===== src/rtl/sound_cmd_fifo_if.sv =====
// 68k-to-Z80 sound command mailbox signals: strobes and data in, queued byte and status out.
interface sound_cmd_fifo_if #(
  parameter int unsigned DEPTH_LOG2 = 2
);
  logic                  nSOUND_WR;
  logic [7:0]            M68K_DATA;
  logic                  Z80_nLATCH_RD;
  logic                  Z80_nACK_WR;
  logic [7:0]            Z80_DOUT;
  logic                  Z80_nIRQ;
  logic [DEPTH_LOG2:0]   FIFO_COUNT;
  logic                  OVERRUN;

  modport master (
    output nSOUND_WR, M68K_DATA, Z80_nLATCH_RD, Z80_nACK_WR,
    input  Z80_DOUT, Z80_nIRQ, FIFO_COUNT, OVERRUN
  );

  modport slave (
    input  nSOUND_WR, M68K_DATA, Z80_nLATCH_RD, Z80_nACK_WR,
    output Z80_DOUT, Z80_nIRQ, FIFO_COUNT, OVERRUN
  );
endinterface


===== src/rtl/sound_cmd_fifo.sv =====
// Sound command FIFO: edge-detected 68k writes queue bytes for the Z80, which pops them
// show-ahead, sees a pending-command IRQ, and acknowledges dropped-write overruns.
module sound_cmd_fifo #(
  parameter int unsigned DEPTH_LOG2 = 2
) (
  input  logic            CLK,
  input  logic            nRESET,
  sound_cmd_fifo_if.slave bus
);
  localparam int unsigned DEPTH = 1 << DEPTH_LOG2;
  localparam int unsigned CW    = DEPTH_LOG2 + 1;
  localparam int unsigned PW    = DEPTH_LOG2;
  localparam logic [CW-1:0] FULL = CW'(DEPTH);

  logic          wr_s1_q, wr_s2_q, rd_s1_q, rd_s2_q, ack_s1_q, ack_s2_q;
  logic [7:0]    data_q;
  logic [7:0]    mem_q [DEPTH];
  logic [7:0]    mem_d [DEPTH];
  logic [PW-1:0] wptr_q, wptr_d, rptr_q, rptr_d;
  logic [CW-1:0] count_q, count_d;
  logic [7:0]    last_q, last_d;
  logic          overrun_q, overrun_d;
  logic          irq_n_q, irq_n_d;
  logic          wr_ev, rd_ev, ack_ev, do_push, do_pop;

  always_comb begin
    wr_ev  = wr_s2_q & ~wr_s1_q;
    rd_ev  = rd_s2_q & ~rd_s1_q;
    ack_ev = ack_s2_q & ~ack_s1_q;
    do_pop = rd_ev && (count_q != '0);
    // A pop in the same cycle frees the slot, so a write into a full FIFO is still accepted.
    do_push = wr_ev && ((count_q != FULL) || do_pop);

    mem_d     = mem_q;
    wptr_d    = wptr_q;
    rptr_d    = rptr_q;
    last_d    = last_q;
    count_d   = count_q;
    overrun_d = overrun_q;

    if (do_push) begin
      mem_d[wptr_q] = data_q;
      wptr_d        = wptr_q + PW'(1);
    end
    if (do_pop) begin
      last_d = mem_q[rptr_q];
      rptr_d = rptr_q + PW'(1);
    end

    case ({do_push, do_pop})
      2'b10:   count_d = count_q + CW'(1);
      2'b01:   count_d = count_q - CW'(1);
      default: count_d = count_q;
    endcase

    if (wr_ev && !do_push) overrun_d = 1'b1;
    else if (ack_ev)       overrun_d = 1'b0;

    irq_n_d = (count_d == '0);
  end

  always_ff @(posedge CLK) begin
    data_q   <= bus.M68K_DATA;
    wr_s1_q  <= bus.nSOUND_WR;
    rd_s1_q  <= bus.Z80_nLATCH_RD;
    ack_s1_q <= bus.Z80_nACK_WR;
    if (!nRESET) begin
      // Both stages track the live pin so a strobe held low through reset is not an edge.
      wr_s2_q   <= bus.nSOUND_WR;
      rd_s2_q   <= bus.Z80_nLATCH_RD;
      ack_s2_q  <= bus.Z80_nACK_WR;
      wptr_q    <= '0;
      rptr_q    <= '0;
      count_q   <= '0;
      last_q    <= '0;
      overrun_q <= 1'b0;
      irq_n_q   <= 1'b1;
    end else begin
      wr_s2_q   <= wr_s1_q;
      rd_s2_q   <= rd_s1_q;
      ack_s2_q  <= ack_s1_q;
      wptr_q    <= wptr_d;
      rptr_q    <= rptr_d;
      count_q   <= count_d;
      last_q    <= last_d;
      overrun_q <= overrun_d;
      irq_n_q   <= irq_n_d;
    end
  end

  always_ff @(posedge CLK) begin
    mem_q <= mem_d;
  end

  assign bus.Z80_DOUT   = (count_q != '0) ? mem_q[rptr_q] : last_q;
  assign bus.Z80_nIRQ   = irq_n_q;
  assign bus.FIFO_COUNT = count_q;
  assign bus.OVERRUN    = overrun_q;
endmodule

===== src/flat_wrapper.sv =====
// flat-port wrapper written by rule: the top's interface ports become plain ports
module sound_cmd_fifo_flat 
#(
  parameter int unsigned DEPTH_LOG2 = 2
)
  (CLK, nRESET, bus_nSOUND_WR, bus_M68K_DATA, bus_Z80_nLATCH_RD, bus_Z80_nACK_WR, bus_Z80_DOUT, bus_Z80_nIRQ, bus_FIFO_COUNT, bus_OVERRUN);
  sound_cmd_fifo_if #(.DEPTH_LOG2(DEPTH_LOG2)) bus_i ();
  input  logic CLK;
  input  logic nRESET;
  input wire logic [$bits(bus_i.nSOUND_WR)-1:0] bus_nSOUND_WR;
  input wire logic [$bits(bus_i.M68K_DATA)-1:0] bus_M68K_DATA;
  input wire logic [$bits(bus_i.Z80_nLATCH_RD)-1:0] bus_Z80_nLATCH_RD;
  input wire logic [$bits(bus_i.Z80_nACK_WR)-1:0] bus_Z80_nACK_WR;
  output wire logic [$bits(bus_i.Z80_DOUT)-1:0] bus_Z80_DOUT;
  output wire logic [$bits(bus_i.Z80_nIRQ)-1:0] bus_Z80_nIRQ;
  output wire logic [$bits(bus_i.FIFO_COUNT)-1:0] bus_FIFO_COUNT;
  output wire logic [$bits(bus_i.OVERRUN)-1:0] bus_OVERRUN;
  assign bus_i.nSOUND_WR = bus_nSOUND_WR;
  assign bus_i.M68K_DATA = bus_M68K_DATA;
  assign bus_i.Z80_nLATCH_RD = bus_Z80_nLATCH_RD;
  assign bus_i.Z80_nACK_WR = bus_Z80_nACK_WR;
  assign bus_Z80_DOUT = bus_i.Z80_DOUT;
  assign bus_Z80_nIRQ = bus_i.Z80_nIRQ;
  assign bus_FIFO_COUNT = bus_i.FIFO_COUNT;
  assign bus_OVERRUN = bus_i.OVERRUN;
  sound_cmd_fifo #(.DEPTH_LOG2(DEPTH_LOG2)) u_core (.CLK(CLK), .nRESET(nRESET), .bus(bus_i));
endmodule

===== config.mk =====
export PLATFORM = sky130hd
export DESIGN_NAME = sound_cmd_fifo_flat
export DESIGN_NICKNAME = d
export VERILOG_FILES = /design/src/rtl/sound_cmd_fifo_if.sv /design/src/rtl/sound_cmd_fifo.sv /design/src/flat_wrapper.sv
export SDC_FILE = /design/constraint.sdc
export NUM_CORES = 1
export LEC_CHECK = 0
export ABC_AREA = 1
export CAP_MARGIN = 20
export CORE_MARGIN = 5
export CORE_UTILIZATION = 45
export CTS_CLUSTER_SIZE = 25
export DETAILED_ROUTE_END_ITERATION = 12
export GPL_TIMING_DRIVEN = 0
export PLACE_DENSITY = 0.67
export REMOVE_ABC_BUFFERS = 1
export SLEW_MARGIN = 10
export SYNTH_ARGS = -nofsm -noshare
export SYNTH_HDL_FRONTEND = slang
export SYNTH_SLANG_ARGS = --single-unit

===== constraint.sdc =====
create_clock -name CLK -period 2.39 [get_ports CLK]
set_input_delay 0.478 -clock CLK [delete_from_list [all_inputs] [get_ports CLK]]
set_output_delay 0.478 -clock CLK [all_outputs]
set_load 0.01 [all_outputs]

After elaboration in Yosys (flattened, before gate mapping)
Index checks and enable logic that the tools add are counted.
{ "totals": {"ff_bits": 63, "latchBits": 0, "ramBits": 0, "rom_bits": 0, "input_bits": 13, "out_inout_bits": 13, "word_cells": 57, "memories": 0} }
{ "classes": {"addsub": 4, "mul": 0, "div_mod_pow": 0, "magnitude_cmp": 3, "eq_ne": 3, "shift": 0, "n_mux": 13, "bitwise": 8, "n_reduce_logical": 9} }
{ "op_table": {"columns": ["op", "count"], "rows": [
  ["bitwise mux 32 bit", 1],
  ["2-to-1 mux 8 bit", 4],
  ["binary-select mux 8 bit (select 2 bit)", 1],
  ["demux 8 bit (select 2 bit)", 1],
  ["greater-or-equal comparator 3 bit (second input constant)", 2],
  ["inverter 2 -> 3 bit", 2],
  ["case mux 3 bit (2 select lines)", 1],
  ["2-to-1 mux 1 bit", 5],
  ["adder 2 x 1 -> 2 bit (second input constant)", 2],
  ["logical AND 1 bit", 4],
  ["adder 3 x 1 -> 3 bit (second input constant)", 1],
  ["bitwise AND 1 bit", 3],
  ["logical NOT 3 bit", 1],
  ["less-than comparator 3 x 1 -> 1 bit (second input constant)", 1],
  ["inequality test 3 bit (second input constant)", 1],
  ["inverter 1 bit", 3],
  ["nonzero test 3 bit", 1],
  ["subtractor 3 x 1 -> 3 bit (second input constant)", 1],
  ["== test 2 x 1 -> 1 bit (second input constant)", 1],
  ["== test 2 bit (second input constant)", 1],
  ["nonzero test 2 bit", 1],
  ["logical NOT 1 bit", 1],
  ["logical OR 1 bit", 1]
]} }

Logic depth before layout (Yosys ltp)
{ "depth": {"depth_word": 8, "mapped_depth": 11, "depth_no_buf": 11} }

Worst setup path before layout
Ideal clock, no wire load.
{ "synth_timing": {"path_type": "register to register", "start": "reg u_core.count_q[0] (netlist: u_core.bus.FIFO_COUNT[0])", "end": "reg u_core.irq_n_q (netlist: u_core.bus.Z80_nIRQ)", "setup_ns": 0.112, "arrival_ns": 1.529, "required_time_ns": 2.278, "path_slack_ns": 0.750, "stages_incl_launch_ff": 11, "n_path_buf": 0, "synth_period_minus_slack_ns": 1.640, "cell_sequence": "dfxtp_1 nor2_4 nand2_4 nand3b_1 fa_1 inv_1 nand4_2 nand3_1 nand2_1 nor2_2 nor2_2"} }
{ "synth_between": {"elab_chain_cells": 7, "word_cells_on_any_way": 11, "cone_classes": "add/sub: 2; eq/ne: 3; mux: 1; reduce/logical: 5"} }
{ "synth_rtl": {"columns": ["element", "line_no", "source"], "rows": [
  ["start: declaration", "sound_cmd_fifo.sv:20", "logic [CW-1:0] count_q, count_d;"],
  ["start signal: assignment", "sound_cmd_fifo.sv:84", "count_q <= count_d;"],
  ["nonzero test 3 bit", "sound_cmd_fifo.sv:30", "do_pop = rd_ev && (count_q != '0);"],
  ["logical AND 1 bit", "sound_cmd_fifo.sv:30", null],
  ["logical OR 1 bit", "sound_cmd_fifo.sv:32", "do_push = wr_ev && ((count_q != FULL) || do_pop);"],
  ["logical AND 1 bit", "sound_cmd_fifo.sv:32", null],
  ["== test 2 x 1 -> 1 bit / == test 2 bit (equally long branches)", "sound_cmd_fifo.sv:50", "case ({do_push, do_pop})"],
  ["case mux 3 bit (2 select lines) *", "sound_cmd_fifo.sv:50", null],
  ["logical NOT 3 bit *", "sound_cmd_fifo.sv:59", "irq_n_d = (count_d == '0);"],
  ["end signal: assignment", "sound_cmd_fifo.sv:87", "irq_n_q <= irq_n_d;"],
  ["end: declaration", "sound_cmd_fifo.sv:23", "logic irq_n_q, irq_n_d;"]
]} }
Mark *: on every way between the ends. The rest lies on a longest branch, timed or not.
A chain may end at the register's enable or synchronous reset.

Worst setup path in the final report
{ "layout_timing": {"start": "reg u_core.rptr_q[0]", "end": "out bus_Z80_DOUT[3]"} }
{ "layout_between": {"elab_chain_cells": 5} }
{ "layout_rtl": {"columns": ["element", "line_no", "source"], "rows": [
  ["start: declaration", "sound_cmd_fifo.sv:19", "logic [PW-1:0] wptr_q, wptr_d, rptr_q, rptr_d;"],
  ["start signal: assignment", "sound_cmd_fifo.sv:83", "rptr_q <= rptr_d;"],
  ["inverter 2 -> 3 bit (implied by the code)", "sound_cmd_fifo.sv:95", "assign bus.Z80_DOUT = (count_q != '0) ? mem_q[rptr_q] : last_q;"],
  ["binary-select mux 8 bit (select 2 bit)", "sound_cmd_fifo.sv:95", null],
  ["2-to-1 mux 8 bit (implied by the code) (2 in series)", "sound_cmd_fifo.sv:95", null],
  ["2-to-1 mux 8 bit", "sound_cmd_fifo.sv:95", null],
  ["end: declaration", "flat_wrapper.sv:14", "output wire logic [$bits(bus_i.Z80_DOUT)-1:0] bus_Z80_DOUT;"]
]} }
Every way passes these cells. The select of a mux whose other input is x is not followed.

==> results.cfg <==
[floorplanning]
die_w_um = 83.4
dieArea_um2 = 6960
coreArea_um2 = 5170
io-pin-count = 26
rows = 26
initial_core_util_pct = 46.9
die_h_um = 83.4

[critical_path]
worst_ep_arrival_time_ns = 1.81
cp.required_ns = 1.91
crit_family = buffers and inverters
crit_buf_inv = 2
max_stage_delay_ns = 0.54
critPathCaptureType = output port
slowest_stage = clkdlybuf4s50_1
setup.worst_path.start_class = register
crit_chain = inv_8 -> nand2_1 -> a32o_1 -> o21ai_1 -> clkdlybuf4s50_1
critPathMaxFanout = 17
crit_type = register to output port

[finish]
n_antenna_cell = 0
finalNetCount = 269
fin_util_pct = 56.9
syn_to_final_growth_pct = 21.3
fin_area_um2 = 2950
drive_gt1_share_pct = 14.5
stdcell_count = 326

[routing]
remaining_drc_errors = 0
first_pass_iters = 4
wirelength_mm = 4.24
wl_per_cell_um = 13.0
ant_nets = 0
first_iter_violations = 63
viasPerCell = 4.93
vias = 1606

[global_routing]
grt_max_degree = 19
track_usage_pct = 13.2
grt_pass1_vias = 1473
gr-total-overflow = 0
grt_pass1_wl_mm = 7.05
antenna_found_initial = 0

[logic_synthesis]
ys_top_cells_by_area = edfxtp_1, dfxtp_1, nand2_1
yosysTopAreaCellShare_pct = 39.6
netlist_instances = 221
yosysUniqueCellTypes = 26
synth_ff_type = edfxtp_1
ys_seq_elements = 63
synth_edf_count = 32
yosys.area.top_type = edfxtp_1
synth.most_common_cell = nand2_1
asyncSetResetFlopFracSynth_pct = 0
synth.avg_cell_area_um2 = 11.0
syn_area_um2 = 2430
yosysWarnings = 0
seq_area_frac_synth_pct = 65.2
synthTopCellsByCount = nand2_1, edfxtp_1, dfxtp_1

[timing]
relSlewSlack_pct = 41.0
finalSetupViolations = 0
timing.hold.ws_ns = 0.445
clock_skew_ns = 0.00646
slew_violations = 0
setup_slack_ns = 0.100
finalSetupTns_ns = 0
min_period_over_period_pct = 95.8
finalHoldViolations = 0
period_needed_ns = 2.29
rsz0062_at_grt = false
maxClockFrequency_mhz = 437
worst_pin_slew_ns = 0.882

[run_status]
status = finished, final reports clean

[power_and_ir_drop]
p_leak_nw = 1.20
p_per_area_nw_per_um2 = 831
ir_worst_vdd_mv = 0.540
power_mw = 2.45

[placed_design]
io_buffers = 25
post_dp_cell_area_um2 = 2710
dp_slack_ns = -0.130
place.gp.congestion = 0.786
dp.cells = 308
hpwl_mm = 2.71

[clock_tree]
cts_root_buffer = clkbuf_8
cts_buffers = 9
clk_pin_slew_ns = 0.07
cts_tree = yes
hold_buffers = 0
cts_max_level = 3
cts_num_sinks = 63
cts_buffer_depth = 2
insertion_delay_ns = 0.34

[hold_path]
hold_path_class = register to register

[job]
maxCapViolations = 0
layout make-up:
class                           instances  area (um2)
Fill cell                             447        2230
Sequential cell                        63        1590
Multi-Input combinational cell        128         709
Timing Repair Buffer                   27         269
Clock buffer                            9         124
Inverter                               22        97.6
Tap cell                               70        87.6
Clock inverter                          7        72.6
cell families (layout without fill, tap and decap cells):
logic type                 count (synthesis)  count (layout)  share of synthesized area, %
DFF                                       63              63                          65.2
buffers and inverters                     30              65                          5.62
AOI/OAI and AO/OA                         51              51                          12.3
and+or+nand+nor                           72              72                          14.0
adders and majority gates                  5               5                          2.89
layer usage:
| layer | up-vias | GRT usage, % | wire length, um |
|---|---|---|---|
| met2 | 32 | 20.8 | 2070 |
| met5 | - | 0 | 0 |
| met1 | 747 | 16.0 | 1880 |
| met4 | 0 | 9.21 | 106 |
| li1 | 819 | - | - |
| met3 | 8 | 2.97 | 186 |
state kept, by name, summed over array words and instances, names as in the netlist, 2 cells and up:
name                   cells
u_core.mem_q              32
u_core.wptr_q              2
u_core.last_q              8
u_core.data_q              8
u_core.bus.FIFO_COUNT      3
u_core.rptr_q              2
timing repair:
action	4_1_cts	5_1_grt
hold endpoints to repair	0	0
buffers inserted	0	2
gates resized for setup	7	7
endpoints found under the setup margin	8	5
placed cells by master, fill, tap and decap left out, drive strengths merged:
cell           netlist  layout
clkdlybuf4s50        0      19
a32o                 8       8
dlymetal6s2s         0       3
a21oi               22      22
inv                 21      23
ha                   4       4
o21ai               21      21
nand2               50      50
fa                   1       1
buf                  7       2
nand3b               1       1
dfxtp               31      31
clkbuf               1       9
nand3               10      10
bufinv               0       1
clkinvlp             0       2
edfxtp              32      32
clkinv               1       3
nand4                2       2
dlygate4sd2          0       3
nor2                 9       9
worst min-delay path, stage by stage, from the launching register on:
cell,delay (ns)
dfxtp_1,0.31
nand2_1,0.05
nand2_1,0.04
where the power goes:
group	switching, mW	total [mW]	internal [mW]	leakage, nW
logic	0.175	0.318	0.143	0.555
clock network	0.424	0.907	0.482	0.0956
registers	0.0336	1.22	1.19	0.548
path summary, 6_finish.rpt:
check	start	to	slack, ns	cells past startpoint
max	u_core.rptr_q[0]$_SDFFE_PN0P_	bus_Z80_DOUT[3]	0.10	5
min	u_core.ack_s1_q$_DFF_P_	u_core.ack_s2_q$_DFF_P_	0.45	2
max reg2reg	u_core.bus.FIFO_COUNT[0]$_SDFF_PN0_	u_core.mem_q[25]$_DFFE_PP_	0.60	4
min reg2reg	u_core.ack_s1_q$_DFF_P_	u_core.ack_s2_q$_DFF_P_	0.45	2
Power figures use the tool's default switching activity.
